--- config.mk ---
export PLATFORM = sky130hd
export DESIGN_NAME = ram_port_arbiter_flat
export DESIGN_NICKNAME = d
export VERILOG_FILES = /design/src/rtl/ram_port_arbiter_if.sv /design/src/rtl/ram_port_arbiter.sv /design/src/flat_wrapper.sv
export SDC_FILE = /design/constraint.sdc
export NUM_CORES = 1
export LEC_CHECK = 0
export ABC_AREA = 0
export CORE_MARGIN = 1.5
export CORE_UTILIZATION = 40
export CTS_BUF_LIST = sky130_fd_sc_hd__clkbuf_4 sky130_fd_sc_hd__clkbuf_8
export DETAILED_ROUTE_END_ITERATION = 10
export GPL_ROUTABILITY_DRIVEN = 0
export PLACE_DENSITY = 0.8
export SYNTH_ARGS = -nofsm -noshare
export SYNTH_HDL_FRONTEND = slang
export SYNTH_SLANG_ARGS = --single-unit
--- constraint.sdc ---
create_clock -name clk -period 2.3 [get_ports clk]
set_input_delay 0.345 -clock clk [delete_from_list [all_inputs] [get_ports clk]]
set_output_delay 0.345 -clock clk [all_outputs]
set_load 0.02 [all_outputs]
--- src/rtl/ram_port_arbiter_if.sv ---
// Bundle of requester-side and RAM-side signals for ram_port_arbiter.
// Ports: slave = arbiter view, master = requesters + RAM view.
interface ram_port_arbiter_if #(
    parameter int NUM_REQ = 3,
    parameter int ADDR_W  = 16,
    parameter int DATA_W  = 8
);
    logic                      interrupt;
    logic [NUM_REQ-1:0]        reqRead;
    logic [NUM_REQ-1:0]        reqWrite;
    logic [NUM_REQ*ADDR_W-1:0] reqAddr;
    logic [NUM_REQ*DATA_W-1:0] reqWData;
    logic [NUM_REQ-1:0]        grant;
    logic [NUM_REQ-1:0]        reqDone;
    logic                      reqError;
    logic [DATA_W-1:0]         reqRData;
    logic [ADDR_W-1:0]         ramAddress;
    logic [DATA_W-1:0]         ramDataIn;
    logic                      ramReadSignal;
    logic                      ramWriteSignal;
    logic [DATA_W-1:0]         ramDataOut;
    logic                      ramDoneRead;
    logic                      ramDoneWrite;
    logic                      busy;

    modport slave (
        input  interrupt, reqRead, reqWrite, reqAddr, reqWData,
        input  ramDataOut, ramDoneRead, ramDoneWrite,
        output grant, reqDone, reqError, reqRData,
        output ramAddress, ramDataIn, ramReadSignal, ramWriteSignal,
        output busy
    );

    modport master (
        output interrupt, reqRead, reqWrite, reqAddr, reqWData,
        output ramDataOut, ramDoneRead, ramDoneWrite,
        input  grant, reqDone, reqError, reqRData,
        input  ramAddress, ramDataIn, ramReadSignal, ramWriteSignal,
        input  busy
    );
endinterface

--- src/rtl/ram_port_arbiter.sv ---
// Round-robin arbiter sharing one RAM port between NUM_REQ requesters.
// Ports: clk, RST (async, active high), bus (slave modport: requests,
// grant/done/error/rdata, RAM strobes/address/data, RAM done, busy).
module ram_port_arbiter #(
    parameter int NUM_REQ = 3,
    parameter int ADDR_W  = 16,
    parameter int DATA_W  = 8,
    parameter int TIMEOUT = 64
) (
    input  logic             clk,
    input  logic             RST,
    ram_port_arbiter_if.slave bus
);
    localparam int PTR_W = (NUM_REQ > 1) ? $clog2(NUM_REQ) : 1;
    localparam int CNT_W = (TIMEOUT > 2) ? $clog2(TIMEOUT) : 1;

    typedef enum logic {IDLE, WAIT} state_t;

    state_t             state;
    logic [PTR_W-1:0]   rr_ptr;
    logic [PTR_W-1:0]   owner;
    logic               is_write;
    logic [CNT_W-1:0]   age;

    logic [NUM_REQ-1:0] req;
    logic               found;
    logic [PTR_W-1:0]   pick;
    logic               pick_wr;
    logic [ADDR_W-1:0]  pick_addr;
    logic [DATA_W-1:0]  pick_data;
    logic               hit;

    assign req = bus.reqRead | bus.reqWrite;
    assign hit = is_write ? bus.ramDoneWrite : bus.ramDoneRead;

    // Scan requesters starting just after the last winner, wrapping.
    // The outer loop walks priority order; the inner loop maps a
    // priority slot back to a constant requester index.
    always_comb begin
        found     = 1'b0;
        pick      = '0;
        pick_wr   = 1'b0;
        pick_addr = '0;
        pick_data = '0;
        for (int i = 1; i <= NUM_REQ; i++) begin
            for (int j = 0; j < NUM_REQ; j++) begin
                if (!found && req[j] &&
                    j == (int'(rr_ptr) + i) % NUM_REQ) begin
                    found     = 1'b1;
                    pick      = PTR_W'(j);
                    pick_wr   = bus.reqWrite[j];
                    pick_addr = bus.reqAddr[j*ADDR_W +: ADDR_W];
                    pick_data = bus.reqWData[j*DATA_W +: DATA_W];
                end
            end
        end
    end

    always_ff @(posedge clk or posedge RST) begin
        if (RST) begin
            state              <= IDLE;
            rr_ptr             <= PTR_W'(NUM_REQ - 1);
            owner              <= '0;
            is_write           <= 1'b0;
            age                <= '0;
            bus.grant          <= '0;
            bus.reqDone        <= '0;
            bus.reqError       <= 1'b0;
            bus.reqRData       <= '0;
            bus.ramAddress     <= '0;
            bus.ramDataIn      <= '0;
            bus.ramReadSignal  <= 1'b0;
            bus.ramWriteSignal <= 1'b0;
            bus.busy           <= 1'b0;
        end else begin
            bus.reqDone  <= '0;
            bus.reqError <= 1'b0;
            unique case (state)
                IDLE: begin
                    if (!bus.interrupt && found) begin
                        owner              <= pick;
                        is_write           <= pick_wr;
                        age                <= '0;
                        bus.grant          <= NUM_REQ'(1) << pick;
                        bus.ramAddress     <= pick_addr;
                        bus.ramDataIn      <= pick_data;
                        // Write wins when both read and write are asked.
                        bus.ramReadSignal  <= !pick_wr;
                        bus.ramWriteSignal <= pick_wr;
                        bus.busy           <= 1'b1;
                        state              <= WAIT;
                    end
                end
                WAIT: begin
                    if (hit || age == CNT_W'(TIMEOUT - 1)) begin
                        if (hit && !is_write) begin
                            bus.reqRData <= bus.ramDataOut;
                        end
                        bus.reqError       <= !hit;
                        bus.reqDone        <= NUM_REQ'(1) << owner;
                        rr_ptr             <= owner;
                        bus.grant          <= '0;
                        bus.ramAddress     <= '0;
                        bus.ramDataIn      <= '0;
                        bus.ramReadSignal  <= 1'b0;
                        bus.ramWriteSignal <= 1'b0;
                        bus.busy           <= 1'b0;
                        state              <= IDLE;
                    end else begin
                        age <= age + 1'b1;
                    end
                end
            endcase
        end
    end
endmodule

--- src/flat_wrapper.sv ---
// flat-port wrapper written by rule: the top's interface ports become plain ports
module ram_port_arbiter_flat 
#(
    parameter int NUM_REQ = 3,
    parameter int ADDR_W  = 16,
    parameter int DATA_W  = 8,
    parameter int TIMEOUT = 64
)
  (clk, RST, bus_interrupt, bus_reqRead, bus_reqWrite, bus_reqAddr, bus_reqWData, bus_ramDataOut, bus_ramDoneRead, bus_ramDoneWrite, bus_grant, bus_reqDone, bus_reqError, bus_reqRData, bus_ramAddress, bus_ramDataIn, bus_ramReadSignal, bus_ramWriteSignal, bus_busy);
  ram_port_arbiter_if #(.NUM_REQ(NUM_REQ), .ADDR_W(ADDR_W), .DATA_W(DATA_W)) bus_i ();
  input  logic clk;
  input  logic RST;
  input wire logic [$bits(bus_i.interrupt)-1:0] bus_interrupt;
  input wire logic [$bits(bus_i.reqRead)-1:0] bus_reqRead;
  input wire logic [$bits(bus_i.reqWrite)-1:0] bus_reqWrite;
  input wire logic [$bits(bus_i.reqAddr)-1:0] bus_reqAddr;
  input wire logic [$bits(bus_i.reqWData)-1:0] bus_reqWData;
  input wire logic [$bits(bus_i.ramDataOut)-1:0] bus_ramDataOut;
  input wire logic [$bits(bus_i.ramDoneRead)-1:0] bus_ramDoneRead;
  input wire logic [$bits(bus_i.ramDoneWrite)-1:0] bus_ramDoneWrite;
  output wire logic [$bits(bus_i.grant)-1:0] bus_grant;
  output wire logic [$bits(bus_i.reqDone)-1:0] bus_reqDone;
  output wire logic [$bits(bus_i.reqError)-1:0] bus_reqError;
  output wire logic [$bits(bus_i.reqRData)-1:0] bus_reqRData;
  output wire logic [$bits(bus_i.ramAddress)-1:0] bus_ramAddress;
  output wire logic [$bits(bus_i.ramDataIn)-1:0] bus_ramDataIn;
  output wire logic [$bits(bus_i.ramReadSignal)-1:0] bus_ramReadSignal;
  output wire logic [$bits(bus_i.ramWriteSignal)-1:0] bus_ramWriteSignal;
  output wire logic [$bits(bus_i.busy)-1:0] bus_busy;
  assign bus_i.interrupt = bus_interrupt;
  assign bus_i.reqRead = bus_reqRead;
  assign bus_i.reqWrite = bus_reqWrite;
  assign bus_i.reqAddr = bus_reqAddr;
  assign bus_i.reqWData = bus_reqWData;
  assign bus_i.ramDataOut = bus_ramDataOut;
  assign bus_i.ramDoneRead = bus_ramDoneRead;
  assign bus_i.ramDoneWrite = bus_ramDoneWrite;
  assign bus_grant = bus_i.grant;
  assign bus_reqDone = bus_i.reqDone;
  assign bus_reqError = bus_i.reqError;
  assign bus_reqRData = bus_i.reqRData;
  assign bus_ramAddress = bus_i.ramAddress;
  assign bus_ramDataIn = bus_i.ramDataIn;
  assign bus_ramReadSignal = bus_i.ramReadSignal;
  assign bus_ramWriteSignal = bus_i.ramWriteSignal;
  assign bus_busy = bus_i.busy;
  ram_port_arbiter #(.NUM_REQ(NUM_REQ), .ADDR_W(ADDR_W), .DATA_W(DATA_W), .TIMEOUT(TIMEOUT)) u_core (.clk(clk), .RST(RST), .bus(bus_i));
endmodule
==> out/results.ini <==
[critical_path]
critPathKind=flip-flop to flip-flop
cp.required_ns=2.51
crit_path_frequent_cell=buf_4
path_cells=buf_4 > ha_4 > buf_4 > or3b_4 > a211oi_4 > buf_4 > nand2b_1 > a31o_2
cp_slowest_stage_delay_ns=0.56
crit_path_top_delay_cell=dfstp_2
startpoint_type=flip-flop
crit_fanout=7
endpoint_kind=flip-flop
arrival_ns=2.53

[clocking]
worst_skew_pair.late_latency_ns=0.32
h-tree-depth=2
clock-sinks=54
cts_tree=done
cts_buffer_depth=2
ctsHoldBuffers=0
cts_buffers=5
clkTransAtPathRegs_ns=0.11
cts_root_buffer=clkbuf_8

[grt]
grt_pass1_vias=4195
gr-total-overflow=0
grt_pass1_wl_um=20100
antenna_found_initial=0
gr-usage-all-layers_pct=25.5
grt_max_degree=55

[die]
ioPinCount=133
dieWidth_um=98.2
dieArea_um2=9650
die_h_um=98.2
rows=34
core-area_um2=8760
start_util_pct=41.4

[sta]
hold_slack_ns=0.398
fmax_ghz=0.431
hold_viol_final=0
max-slew-margin-rel_pct=63.2
grt_setup_unrepaired=yes
finalSetupViolCount=7
tightest_slew_ns=0.552
timing.final.ws_setup_ns=-0.0213
fin_skew_ns=0.00702
period_share_pct=101
maxSlewViolCount=0
timing.final.crit_period_ns=2.32

[outcome]
violations=negative setup slack
status=finished with violations

[routing]
drc_errors=0
vias=4180
drt_iter0_markers=311
drt-pass1-iter-count=5
avgViaCountPerCell=6.08
drt_wl_total_um=12700
wl_per_cell_um=18.5
ant_nets=0

[cells_and_area]
final_nets=672
fin_cells=687
layout_common_cells=clkdlybuf4s50_1, dfrtp_1, nand2_1
area_growth_pct=54.9
antenna_cells=0
drive_above_1_share_pct=17.6
final_common_cell=clkdlybuf4s50_1

[power_and_ir_drop]
ir_worst_vdd_mv=0.575
p_int_uw=3640
p_leak_uw=0.00227
pwr-share-seq_pct=23.4
switching_share_pct=44.2
clkPwrFrac_pct=9.2
p_sw_uw=2890
power_density_nw_per_um2=1160
p_comb_share_pct=67.4

[yosys]
syn_inst=413
netlist_area_um2=3630
yosysSeqAreaShare_pct=37.3
synthFlopType=dfrtp_1
syn_nets=507
ys_types=66
synth_seq_cells=54
yosysWarnings=0
avgSynthCellArea_um2=8.78
synth-edff-count=0
async_flop_share_pct=100

[place]
io_buffers=132
dp_hpwl_um=9100
place_inst=672

[min_path]
hold_path.class=primary input to asynchronous set/reset pin

[flow_run]
drv_cap=0

==> path summary, 6_finish.rpt <==
kind                                                       from                                   end  slack [ns]  depth (start not counted)
setup / recovery                   u_core.rr_ptr[1]$_DFFE_PP1P_  u_core.bus.ramAddress[2]$_DFFE_PP0P_       -0.02                          8
hold / removal                                              RST    u_core.bus.reqRData[5]$_DFFE_PP0P_        0.40                          3
setup reg to reg                   u_core.rr_ptr[1]$_DFFE_PP1P_  u_core.bus.ramAddress[2]$_DFFE_PP0P_       -0.02                          8
hold reg to reg            u_core.bus.ramAddress[5]$_DFFE_PP0P_  u_core.bus.ramAddress[5]$_DFFE_PP0P_        0.49                          1
max in group asynchronous                                   RST          u_core.rr_ptr[1]$_DFFE_PP1P_        1.60                          3
min in group clk           u_core.bus.ramAddress[5]$_DFFE_PP0P_  u_core.bus.ramAddress[5]$_DFFE_PP0P_        0.49                          1
==> cell usage after synthesis (all sizes together) (10+ instances only) <==
library cell / instances / area [um2]
a221o: 12 / 120
a2bb2oi: 12 / 105
nand3: 14 / 70.1
inv: 16 / 60.1
nand2b: 12 / 75.1
nand2: 44 / 165
dfrtp: 53 / 1330
a21oi: 27 / 139
nand4: 13 / 81.3
clkbuf: 11 / 41.3
mux2: 10 / 113
nor2: 21 / 81.3
o21ai: 50 / 250
buf: 17 / 97.6
==> routing by layer <==
metal  vias up  track usage, %  wire length (um)
met3        34            3.79              1090
met2       252            44.9              6390
met1      1989            32.0              4990
li1       1905               -                 -
met5         -               0                 0
met4         0            8.56               256
==> sequential cells by signal (all words and copies together), names as in the netlist <==
signal,flops
u_core.bus.ramAddress,16
u_core.bus.ramDataIn,8
u_core.bus.reqRData,8
u_core.age,6
u_core.bus.grant,3
u_core.bus.reqDone,3
u_core.owner,2
u_core.rr_ptr,2
u_core.bus.busy,1
u_core.bus.ramReadSignal,1
u_core.bus.ramWriteSignal,1
u_core.bus.reqError,1
u_core.is_write,1
u_core.state,1
==> layout make-up <==
class / instances / area [um2]
clock buffers: 6 / 82.6
clock inverters: 2 / 16.3
fillers: 680 / 3140
inverters: 16 / 60.1
multi-input cells: 315 / 2140
flip-flops and latches: 54 / 1350
well taps: 108 / 135
repair buffers: 186 / 1830
==> per-stage QoR <==
stage	setup WS (ns)	utilization, %	total power, uW	area [um2]	setup TNS, ns
finish	-0.0213	64.1	6530	5620	-0.0664
global route	-0.0611	64.1	6910	5620	-0.719
CTS	0.00106	62.7	6290	5500	0
detailed placement	-0.200	61.3	5630	5370	-4.11
global placement	-0.122	61.3	5470	5370	-2.47
floorplan	0.153	-	3930	3630	0
==> power groups by stage <==
stage	clock, uW	combinational (uW)	sequential [uW]
6_report	597	4400	1530
3_5_place_dp	0	4100	1540
4_1_cts	606	4160	1520
2_1_floorplan	0	2120	1810
5_1_grt	638	4700	1580
3_3_place_gp	0	3950	1520
==> worst max-delay path, delay by kind of cell, from the launching register on <==
kind | cells | cell delay, ns
simple gates | 2 | 0.48
fa+ha+maj | 1 | 0.17
buf+inv | 3 | 0.49
compound gates | 2 | 0.51
flops | 1 | 0.56
==> cell families after synthesis <==
family                   share of synthesized area [%]
AO/OA/AOI/OAI                                     33.0
XOR/XNOR                                         0.242
AND/OR/NAND/NOR                                   19.5
flip-flops                                        37.3
adder cells (fa/ha/maj)                           1.03
multiplexers                                      3.38
buffers and inverters                             5.48
==> timing repair <==
item                                    CTS  global route
pin swaps                                 1            16
hold endpoints to repair                  0             0
gates cloned                              0             3
resized for setup                         3            21
buffers inserted                          2             2
endpoints found under the setup margin   22            30
(Power assumes the default switching activity.)
